===== src/rtl/jtag_tap_sequencer.sv =====
// Command-driven JTAG master: turns RESET / IR scan / DR scan / Run-Test dwell commands
// into TCK/TMS/TDI sequences. The TAP is left in Run-Test/Idle between commands.
module jtag_tap_sequencer #(
  parameter int CLK_DIV = 4,
  parameter int MAX_LEN = 16
) (
  input  logic               CLK,
  input  logic               RST_N,
  input  logic               cmd_valid,
  output logic               cmd_ready,
  input  logic [1:0]         cmd_op,
  input  logic [4:0]         cmd_len,
  input  logic [MAX_LEN-1:0] cmd_data,
  output logic               rsp_valid,
  input  logic               rsp_ready,
  output logic [MAX_LEN-1:0] rsp_data,
  output logic               rsp_err,
  output logic               TCK,
  output logic               TMS,
  output logic               TDI,
  input  logic               TDO
);
  localparam int PW = (CLK_DIV > 1) ? $clog2(CLK_DIV) : 1;
  localparam int IW = (MAX_LEN > 1) ? $clog2(MAX_LEN) : 1;
  localparam logic [PW-1:0] PHASE_LAST = PW'(CLK_DIV - 1);

  localparam logic [1:0] OP_RESET = 2'b00;
  localparam logic [1:0] OP_IR    = 2'b01;
  localparam logic [1:0] OP_DR    = 2'b10;
  localparam logic [1:0] OP_RUN   = 2'b11;

  typedef enum logic [2:0] {S_IDLE, S_PRE, S_SHIFT, S_POST, S_DWELL, S_RESP} state_t;

  state_t               state_q, state_d;
  logic                 synced_q, synced_d;
  logic [1:0]           op_q, op_d;
  logic [4:0]           len_q, len_d;
  logic [MAX_LEN-1:0]   data_q, data_d;
  logic [9:0]           pre_q, pre_d;
  logic [4:0]           cnt_q, cnt_d;
  logic [IW-1:0]        idx_q, idx_d;
  logic [MAX_LEN-1:0]   rsp_data_q, rsp_data_d;
  logic                 rsp_err_q, rsp_err_d;
  logic                 rsp_valid_q, rsp_valid_d;
  logic                 cmd_ready_q, cmd_ready_d;
  logic                 tck_q, tck_d;
  logic                 tms_q, tms_d;
  logic                 tdi_q, tdi_d;
  logic [PW-1:0]        phase_q, phase_d;

  logic       tck_active, rise, fall, start, illegal;
  logic [9:0] pre_sel;
  logic [4:0] pre_len;

  assign tck_active = (state_q == S_PRE) || (state_q == S_SHIFT) ||
                      (state_q == S_POST) || (state_q == S_DWELL);
  assign rise    = tck_active && !tck_q && (phase_q == PHASE_LAST);
  assign fall    = tck_active &&  tck_q && (phase_q == PHASE_LAST);
  assign illegal = (cmd_op != OP_RESET) && ((cmd_len == 5'd0) || (int'(cmd_len) > MAX_LEN));

  // TMS prefix, LSB first: an unsynced TAP gets the 6-TCK reset walk ahead of the scan entry.
  always_comb begin
    pre_sel = 10'b00_0001_1111;
    pre_len = 5'd6;
    case (cmd_op)
      OP_IR: begin
        pre_sel = synced_q ? 10'b00_0000_0011 : 10'b00_1101_1111;
        pre_len = synced_q ? 5'd4 : 5'd10;
      end
      OP_DR: begin
        pre_sel = synced_q ? 10'b00_0000_0001 : 10'b00_0101_1111;
        pre_len = synced_q ? 5'd3 : 5'd9;
      end
      default: ;
    endcase
  end

  always_comb begin
    state_d     = state_q;
    synced_d    = synced_q;
    op_d        = op_q;
    len_d       = len_q;
    data_d      = data_q;
    pre_d       = pre_q;
    cnt_d       = cnt_q;
    idx_d       = idx_q;
    rsp_data_d  = rsp_data_q;
    rsp_err_d   = rsp_err_q;
    rsp_valid_d = rsp_valid_q;
    tck_d       = tck_q;
    tms_d       = tms_q;
    tdi_d       = tdi_q;
    phase_d     = phase_q;
    start       = 1'b0;

    if (tck_active) begin
      if (phase_q == PHASE_LAST) begin
        phase_d = '0;
        tck_d   = !tck_q;
      end else begin
        phase_d = phase_q + 1'b1;
      end
    end

    if (rise && state_q == S_SHIFT) begin
      rsp_data_d[idx_q] = TDO;
      idx_d             = idx_q + 1'b1;
    end

    case (state_q)
      S_IDLE: begin
        if (cmd_valid && cmd_ready_q) begin
          op_d       = cmd_op;
          len_d      = cmd_len;
          data_d     = cmd_data;
          rsp_data_d = '0;
          rsp_err_d  = 1'b0;
          idx_d      = '0;
          if (illegal) begin
            rsp_err_d = 1'b1;
            state_d   = S_RESP;
          end else begin
            synced_d = 1'b1;
            start    = 1'b1;
            if (cmd_op == OP_RUN && synced_q) begin
              state_d = S_DWELL;
              cnt_d   = cmd_len;
            end else begin
              state_d = S_PRE;
              pre_d   = pre_sel;
              cnt_d   = pre_len;
            end
          end
        end
      end
      S_PRE: begin
        if (fall) begin
          if (cnt_q > 5'd1) begin
            cnt_d = cnt_q - 1'b1;
            pre_d = pre_q >> 1;
            start = 1'b1;
          end else if (op_q == OP_IR || op_q == OP_DR) begin
            state_d = S_SHIFT;
            cnt_d   = len_q;
            start   = 1'b1;
          end else if (op_q == OP_RUN) begin
            state_d = S_DWELL;
            cnt_d   = len_q;
            start   = 1'b1;
          end else begin
            state_d = S_RESP;
          end
        end
      end
      S_SHIFT: begin
        if (fall) begin
          data_d = data_q >> 1;
          start  = 1'b1;
          if (cnt_q > 5'd1) begin
            cnt_d = cnt_q - 1'b1;
          end else begin
            state_d = S_POST;
            cnt_d   = 5'd2;
          end
        end
      end
      S_POST, S_DWELL: begin
        if (fall) begin
          if (cnt_q > 5'd1) begin
            cnt_d = cnt_q - 1'b1;
            start = 1'b1;
          end else begin
            state_d = S_RESP;
          end
        end
      end
      S_RESP: begin
        if (rsp_valid_q && rsp_ready) begin
          rsp_valid_d = 1'b0;
          state_d     = S_IDLE;
        end else begin
          rsp_valid_d = 1'b1;
        end
      end
      default: state_d = S_IDLE;
    endcase

    // A new TCK period begins with TCK low; TMS/TDI for that period come from the next state.
    if (start) begin
      tck_d   = 1'b0;
      phase_d = '0;
      case (state_d)
        S_PRE:   begin tms_d = pre_d[0];         tdi_d = 1'b0;      end
        S_SHIFT: begin tms_d = (cnt_d == 5'd1);  tdi_d = data_d[0]; end
        S_POST:  begin tms_d = (cnt_d == 5'd2);  tdi_d = 1'b0;      end
        default: begin tms_d = 1'b0;             tdi_d = 1'b0;      end
      endcase
    end

    cmd_ready_d = (state_d == S_IDLE);
  end

  always_ff @(posedge CLK or negedge RST_N) begin
    if (!RST_N) begin
      state_q     <= S_IDLE;
      synced_q    <= 1'b0;
      op_q        <= OP_RESET;
      len_q       <= '0;
      data_q      <= '0;
      pre_q       <= '0;
      cnt_q       <= '0;
      idx_q       <= '0;
      rsp_data_q  <= '0;
      rsp_err_q   <= 1'b0;
      rsp_valid_q <= 1'b0;
      cmd_ready_q <= 1'b0;
      tck_q       <= 1'b0;
      tms_q       <= 1'b1;
      tdi_q       <= 1'b0;
      phase_q     <= '0;
    end else begin
      state_q     <= state_d;
      synced_q    <= synced_d;
      op_q        <= op_d;
      len_q       <= len_d;
      data_q      <= data_d;
      pre_q       <= pre_d;
      cnt_q       <= cnt_d;
      idx_q       <= idx_d;
      rsp_data_q  <= rsp_data_d;
      rsp_err_q   <= rsp_err_d;
      rsp_valid_q <= rsp_valid_d;
      cmd_ready_q <= cmd_ready_d;
      tck_q       <= tck_d;
      tms_q       <= tms_d;
      tdi_q       <= tdi_d;
      phase_q     <= phase_d;
    end
  end

  assign cmd_ready = cmd_ready_q;
  assign rsp_valid = rsp_valid_q;
  assign rsp_data  = rsp_data_q;
  assign rsp_err   = rsp_err_q;
  assign TCK       = tck_q;
  assign TMS       = tms_q;
  assign TDI       = tdi_q;

endmodule


===== config.mk =====
export PLATFORM = sky130hd
export DESIGN_NAME = jtag_tap_sequencer
export DESIGN_NICKNAME = d
export VERILOG_FILES = /design/src/rtl/jtag_tap_sequencer.sv
export SDC_FILE = /design/constraint.sdc
export NUM_CORES = 1
export LEC_CHECK = 0
export ABC_AREA = 1
export CAP_MARGIN = 20
export CORE_MARGIN = 10
export CORE_UTILIZATION = 28
export CTS_BUF_LIST = sky130_fd_sc_hd__clkbuf_8
export CTS_CLUSTER_SIZE = 24
export DETAILED_ROUTE_END_ITERATION = 7
export GPL_ROUTABILITY_DRIVEN = 1
export MAX_ROUTING_LAYER = met4
export PLACE_DENSITY_LB_ADDON = 0.15
export SLEW_MARGIN = 25
export SYNTH_ARGS = -nofsm -noshare
export SYNTH_HDL_FRONTEND = slang
export SYNTH_SLANG_ARGS = --single-unit

===== constraint.sdc =====
create_clock -name CLK -period 4.17 [get_ports CLK]
set_input_delay 1.0425 -clock CLK [delete_from_list [all_inputs] [get_ports CLK]]
set_output_delay 1.0425 -clock CLK [all_outputs]
set_load 0.03 [all_outputs]

Word-level counts from Yosys, hierarchy flattened
Index checks and enable logic that the tools add are counted.
{"block": "word_totals", "out_inout_bits": 22, "reg_bits": 70, "wordCells": 148}
{"block": "op_classes", "bitwise": 1, "n_reduce_logical": 30, "n_addsub": 3, "n_lt_le_gt_ge": 4, "n_eq_ne": 23, "muxes": 69}
{"operator": "$mux 16", "count": 5}
{"operator": "$mux 5", "count": 11}
{"operator": "$mux 10", "count": 5}
{"operator": "$mux 3", "count": 11}
{"operator": "$pmux 16 s2", "count": 1}
{"operator": "$mux 4", "count": 5}
{"operator": "$pmux 10 s2", "count": 1}
{"operator": "$pmux 5 s4", "count": 1}
{"operator": "$mux 1", "count": 17}
{"operator": "$bwmux 16", "count": 1}
{"operator": "$pmux 8 s2", "count": 1}
{"operator": "$pmux 3 s5", "count": 1}
{"operator": "$eq 3x2->1 const B", "count": 4}
{"operator": "$eq 2x2->1 const B", "count": 5}
{"operator": "$logic_and 1x1->1", "count": 10}
{"operator": "$ne 2x2->1 const B", "count": 5}
{"operator": "$reduce_bool 2->1", "count": 5}
{"operator": "$mux 8", "count": 1}
{"operator": "$pmux 4 s2", "count": 1}
{"operator": "$mux 7", "count": 1}
{"operator": "$eq 3x1->1 const B", "count": 2}
{"operator": "$eq 3x3->1 const B", "count": 2}
{"operator": "$logic_not 3->1", "count": 2}
{"operator": "$mux 2", "count": 3}
{"operator": "22 further kinds", "count": 29}

Logic depth before layout (Yosys ltp)
{"block": "depth", "depth_word": 10, "mapped_depth": 17, "mapped_depth_nobuf": 16}

Worst setup path before layout
OpenSTA, ideal clock, no wires.
{"block": "synth_timing", "path_kind": "input to register", "start": "in cmd_op[0]", "end": "reg tms_q, in the netlist TMS", "t_arrival_ns": 2.236, "n_path_buf": 0, "setup_ns": 0.068, "slack_ns": 1.866, "path_stages": 13, "cell_sequence": "inv_1 -> ha_1 -> nand3_1 -> o21ai_0 -> inv_1 -> nand3_1 -> nand2_1 -> nand3_1 -> nor2_1 -> nand3_1 -> nor2_1 -> nand2_1 -> a21oi_2"}
{"block": "synth_between", "elab_chain_len": 8, "elab_cells_between_ends": 29, "classes_between": "8 x eq/ne; 18 x mux; 3 x reduce/logical"}
{"element": "start: declaration", "line_no": "11", "text": "input logic [1:0] cmd_op,"}
{"element": "$eq 2x2->1, or another cell as far along", "line_no": "65", "text": "case (cmd_op)"}
{"element": "$pmux 4 s2 or $logic_and 1x1->1 (tied branches)", "line_no": "65, 125"}
{"element": "$mux 5 or $mux 3 (tied branches)", "line_no": "125", "text": "if (cmd_op == OP_RUN && synced_q) begin"}
{"element": "$mux 5 or $mux 3 (tied branches)", "line_no": "119", "text": "if (illegal) begin"}
{"element": "$mux 5 or $mux 3 (tied branches)", "line_no": "112", "text": "if (cmd_valid && cmd_ready_q) begin"}
{"element": "$pmux 5 s4 or $pmux 3 s5 (tied branches)", "line_no": "110", "text": "case (state_q)"}
{"element": "$eq 5x2->1, or another cell as far along", "line_no": "195", "text": "S_POST: begin tms_d = (cnt_d == 5'd2); tdi_d = 1'b0; end"}
{"element": "$pmux 1 s3", "line_no": "192", "text": "case (state_d)"}
{"element": "end signal: assignment", "line_no": "235", "text": "tms_q <= tms_d;"}
{"element": "end: declaration", "line_no": "47", "text": "logic tms_q, tms_d;"}
Parallel ways exist; a longest one is shown, timed or not. The select of a mux whose other input is x is not followed.
A chain may end at the register's enable or synchronous reset.

Final worst setup path
Ends and elaborated chain as after synthesis.

==> reports/results.txt <==
outcome -> finished clean
Slew @ Worst Pin -> 0.921 ns
clock group share of total power -> 18.5%
leakage -> 2.26 nW
# diodes -> 0
initial antenna violation count -> 0
Hold Startpoint -> data_q[11]$_DFFE_PN0P_
CP dominant cell by count -> nand3_1
initial DRC count -> 250
sw power -> 1.21 mW
sw frac -> 44.3%
routed len/inst -> 15.1 microns
Root Buffer -> clkbuf_8
Comb power frac -> 44.3%
CTS tree -> done
Seq pwr share -> 37.2%
worst path bufs/invs -> 3
post-synth cell types -> 42
Final Hold Vio Count -> 0
clock transition at the registers of the reported paths -> 0.08 ns
Post CTS Setup Buffer Count -> 0
detailed-route via count -> 3626
Clock Tree Buf Depth -> 2
# clock sinks -> 69
Max-cap violations -> 0
overall power -> 2.74 mW
Top delay family on crit path -> buffers and inverters
crit path kind -> in -> reg
Synth top area share -> 42.7%
die footprint -> 19400 sq um
CP max FO -> 4
worst hold slack -> 0.483 ns
Via density -> 4.81
Starting Density -> 28.6%
Yosys Warn Count -> 0
HP Class -> reg -> reg
Buffers on Ports -> 49
row count -> 43
Slew Limit Fails -> 0
CP Launch Type -> input port
Post-Route WL -> 11.4 mm
Post-Layout Inst Area -> 4830 sq um
Post-Route Setup TNS -> 0 ns
Relative slew margins -> 38.6%
Syn Nets -> 562
die span in y -> 139 microns
Critical R2R Launch -> cnt_q[1]$_DFF_PN0_
Seq/Total Area, Yosys -> 43.4%
Final setup viols -> 0
Final Critical Period -> 2.74 ns
post-CTS sizing -> 0
VDD IR max -> 208 uV
Area after DPL -> 4650 sq um
RSZ-0062 raised after global routing -> false
Die W -> 139 microns
Overall Global Routing Usage -> 12.0%
Synth Area per Inst -> 7.67 sq um
largest net degree at the start of global routing -> 70
FMAX -> 365 MHz
first-pass GRT wire length -> 18.7 mm
grt ovf -> 0
slowest stage delay, CP -> 0.54 ns
GP Congestion -> 0.918
clock skew -> 0.0109 ns
cell area after synthesis -> 3980 sq um
setup slack after layout -> 1.43 ns
top post-synthesis cells by area -> dfrtp_1, nand2_1, nand3_1, o21ai_0, inv_1
H-tree depth -> 3
synthesized flop and latch total -> 69
non-filler cells, final -> 754
DR pass1 iterations -> 4
CP Cell Sequence -> clkdlybuf4s50_1 > inv_1 > ha_1 > nand3_1 > o21ai_0 > inv_1 > nand3_1 > nand2_1 > nand3_1 > nor2_1 > nand3_1 > nor2_1 > nand2_1 > a21oi_2
area delta synth->final -> 21.3%
pre-CTS WS -> 1.02 ns
Final Net Count -> 612
# IOs -> 50
CP max stage cell -> clkdlybuf4s50_1
placed cells -> 738
Tcrit/Tclk final -> 65.7%
Num CTS Buffers -> 9
Required @ worst endpoint -> 4.47 ns
clk_lat worst skew -> 0.36 ns
number of global-route vias before repair -> 3617
Critical Path Start -> cmd_op[0]
critical path endpoint category -> flop
area leader, netlist -> dfrtp_1
hold buffer count at cts -> 0
DRC Markers -> 0
Internal -> 1.52 mW
final core occ -> 34.7%
Antenna Violating Nets Remaining -> 0
synthesized instance count -> 519
Core Region -> 13900 sq um
layout cells sized above 1 -> 9.06%
total power density per cell area -> 566 nW/um^2
DP Wirelength -> 8.18 mm
worst endpoint data arrival time -> 3.04 ns
==> layer usage <==
metal / global-route usage, % / vias to the layer above / part of all wire (%)
met4: 4.45 / 0 / 1.8
li1: - / 1812 / -
met1: 14.7 / 1713 / 47
met2: 18.7 / 84 / 47
met5: - / - / 0
met3: 3.03 / 17 / 4.0
==> cells in the mapped netlist <==
| cell | instances |
|---|---|
| a211oi_1 | 1 |
| a21oi_1 | 24 |
| a21oi_2 | 1 |
| a22o_1 | 1 |
| a22oi_1 | 14 |
| a31oi_1 | 1 |
| buf_1 | 1 |
| buf_2 | 3 |
| buf_4 | 1 |
| buf_6 | 1 |
| clkbuf_1 | 7 |
| dfrtp_1 | 68 |
| dfstp_2 | 1 |
| ha_1 | 15 |
| inv_1 | 52 |
| inv_2 | 8 |
| inv_4 | 1 |
| nand2_1 | 144 |
| nand2_2 | 1 |
| nand2_4 | 1 |
| nand2_8 | 1 |
| nand3_1 | 40 |
| nand3_2 | 5 |
| nand4_1 | 8 |
| nor2_1 | 42 |
| nor2_2 | 3 |
| nor2_4 | 6 |
| nor3_1 | 10 |
| nor3_4 | 1 |
| nor4_1 | 5 |
| o211ai_1 | 1 |
| o211ai_2 | 1 |
| o21a_1 | 1 |
| o21ai_0 | 39 |
| o21ai_1 | 2 |
| o21ai_2 | 1 |
| o21bai_1 | 1 |
| o221ai_1 | 2 |
| o22ai_1 | 1 |
| o31ai_1 | 1 |
| or2_2 | 1 |
| xor2_1 | 1 |
==> power by group through the flow <==
| stage | Combinational (mW) | Clock (mW) | Sequential, mW |
|---|---|---|---|
| floorplan | 0.829 | 0 | 1.03 |
| finish | 1.21 | 0.507 | 1.02 |
| CTS | 1.22 | 0.527 | 1.02 |
| detailed placement | 1.21 | 0 | 1.03 |
| global placement | 1.21 | 0 | 1.03 |
| global route | 1.38 | 0.551 | 1.04 |
==> cell usage in the layout (no fill, tap or decap), types with 5 or more instances in the layout <==
master and count:
a21oi_1 24, a22oi_1 14, clkbuf_8 11, clkdlybuf4s50_1 48
dfrtp_1 68, ha_1 15, inv_1 53, inv_2 8
nand2_1 144, nand3_1 40, nand3_2 5, nand4_1 8
nor2_1 41, nor2_4 6, nor3_1 10, nor4_1 5
o21ai_0 39
==> tightest hold or removal path, stage by stage (launching register included) <==
cell and delay (ns):
dfrtp_1 0.35, nand2_1 0.05, nand2_1 0.06
==> path summary, 6_finish.rpt <==
| check | end | slack, ns | cells after the start |
|---|---|---|---|
| setup / recovery | TMS$_DFFE_PN1P_ | 1.43 | 14 |
| hold / removal | data_q[11]$_DFFE_PN0P_ | 0.48 | 2 |
| setup reg to reg | TMS$_DFFE_PN1P_ | 1.55 | 14 |
| hold reg to reg | data_q[11]$_DFFE_PN0P_ | 0.48 | 2 |
| max in group asynchronous | pre_q[0]$_DFF_PN0_ | 2.66 | 2 |
| min in group asynchronous | pre_q[5]$_DFFE_PN0P_ | 0.87 | 2 |
==> sequential cells by signal, summed over array words and instances (netlist names), 2 cells and up <==
signal    count
cnt_q         5
phase_q       2
op_q          2
rsp_data     16
len_q         5
pre_q         9
idx_q         4
data_q       16
state_q       3
==> cell families after synthesis <==
group,share of synthesized area [%]
buffers and inverters,7.41
DFF,43.4
and+or+nand+nor,30.8
adders and majority gates,4.71
AOI/OAI and AO/OA,13.5
xor gates and xnor gates,0.220
==> cell type report <==
class | instances | area (sq um)
inverters | 61 | 231
clock inverters | 5 | 26.3
fillers | 1515 | 9100
well taps | 180 | 225
clock buffers | 11 | 151
repair buffers | 52 | 508
flip-flops and latches | 69 | 1730
multi-input cells | 376 | 1960
Power figures use the tool's default switching activity.
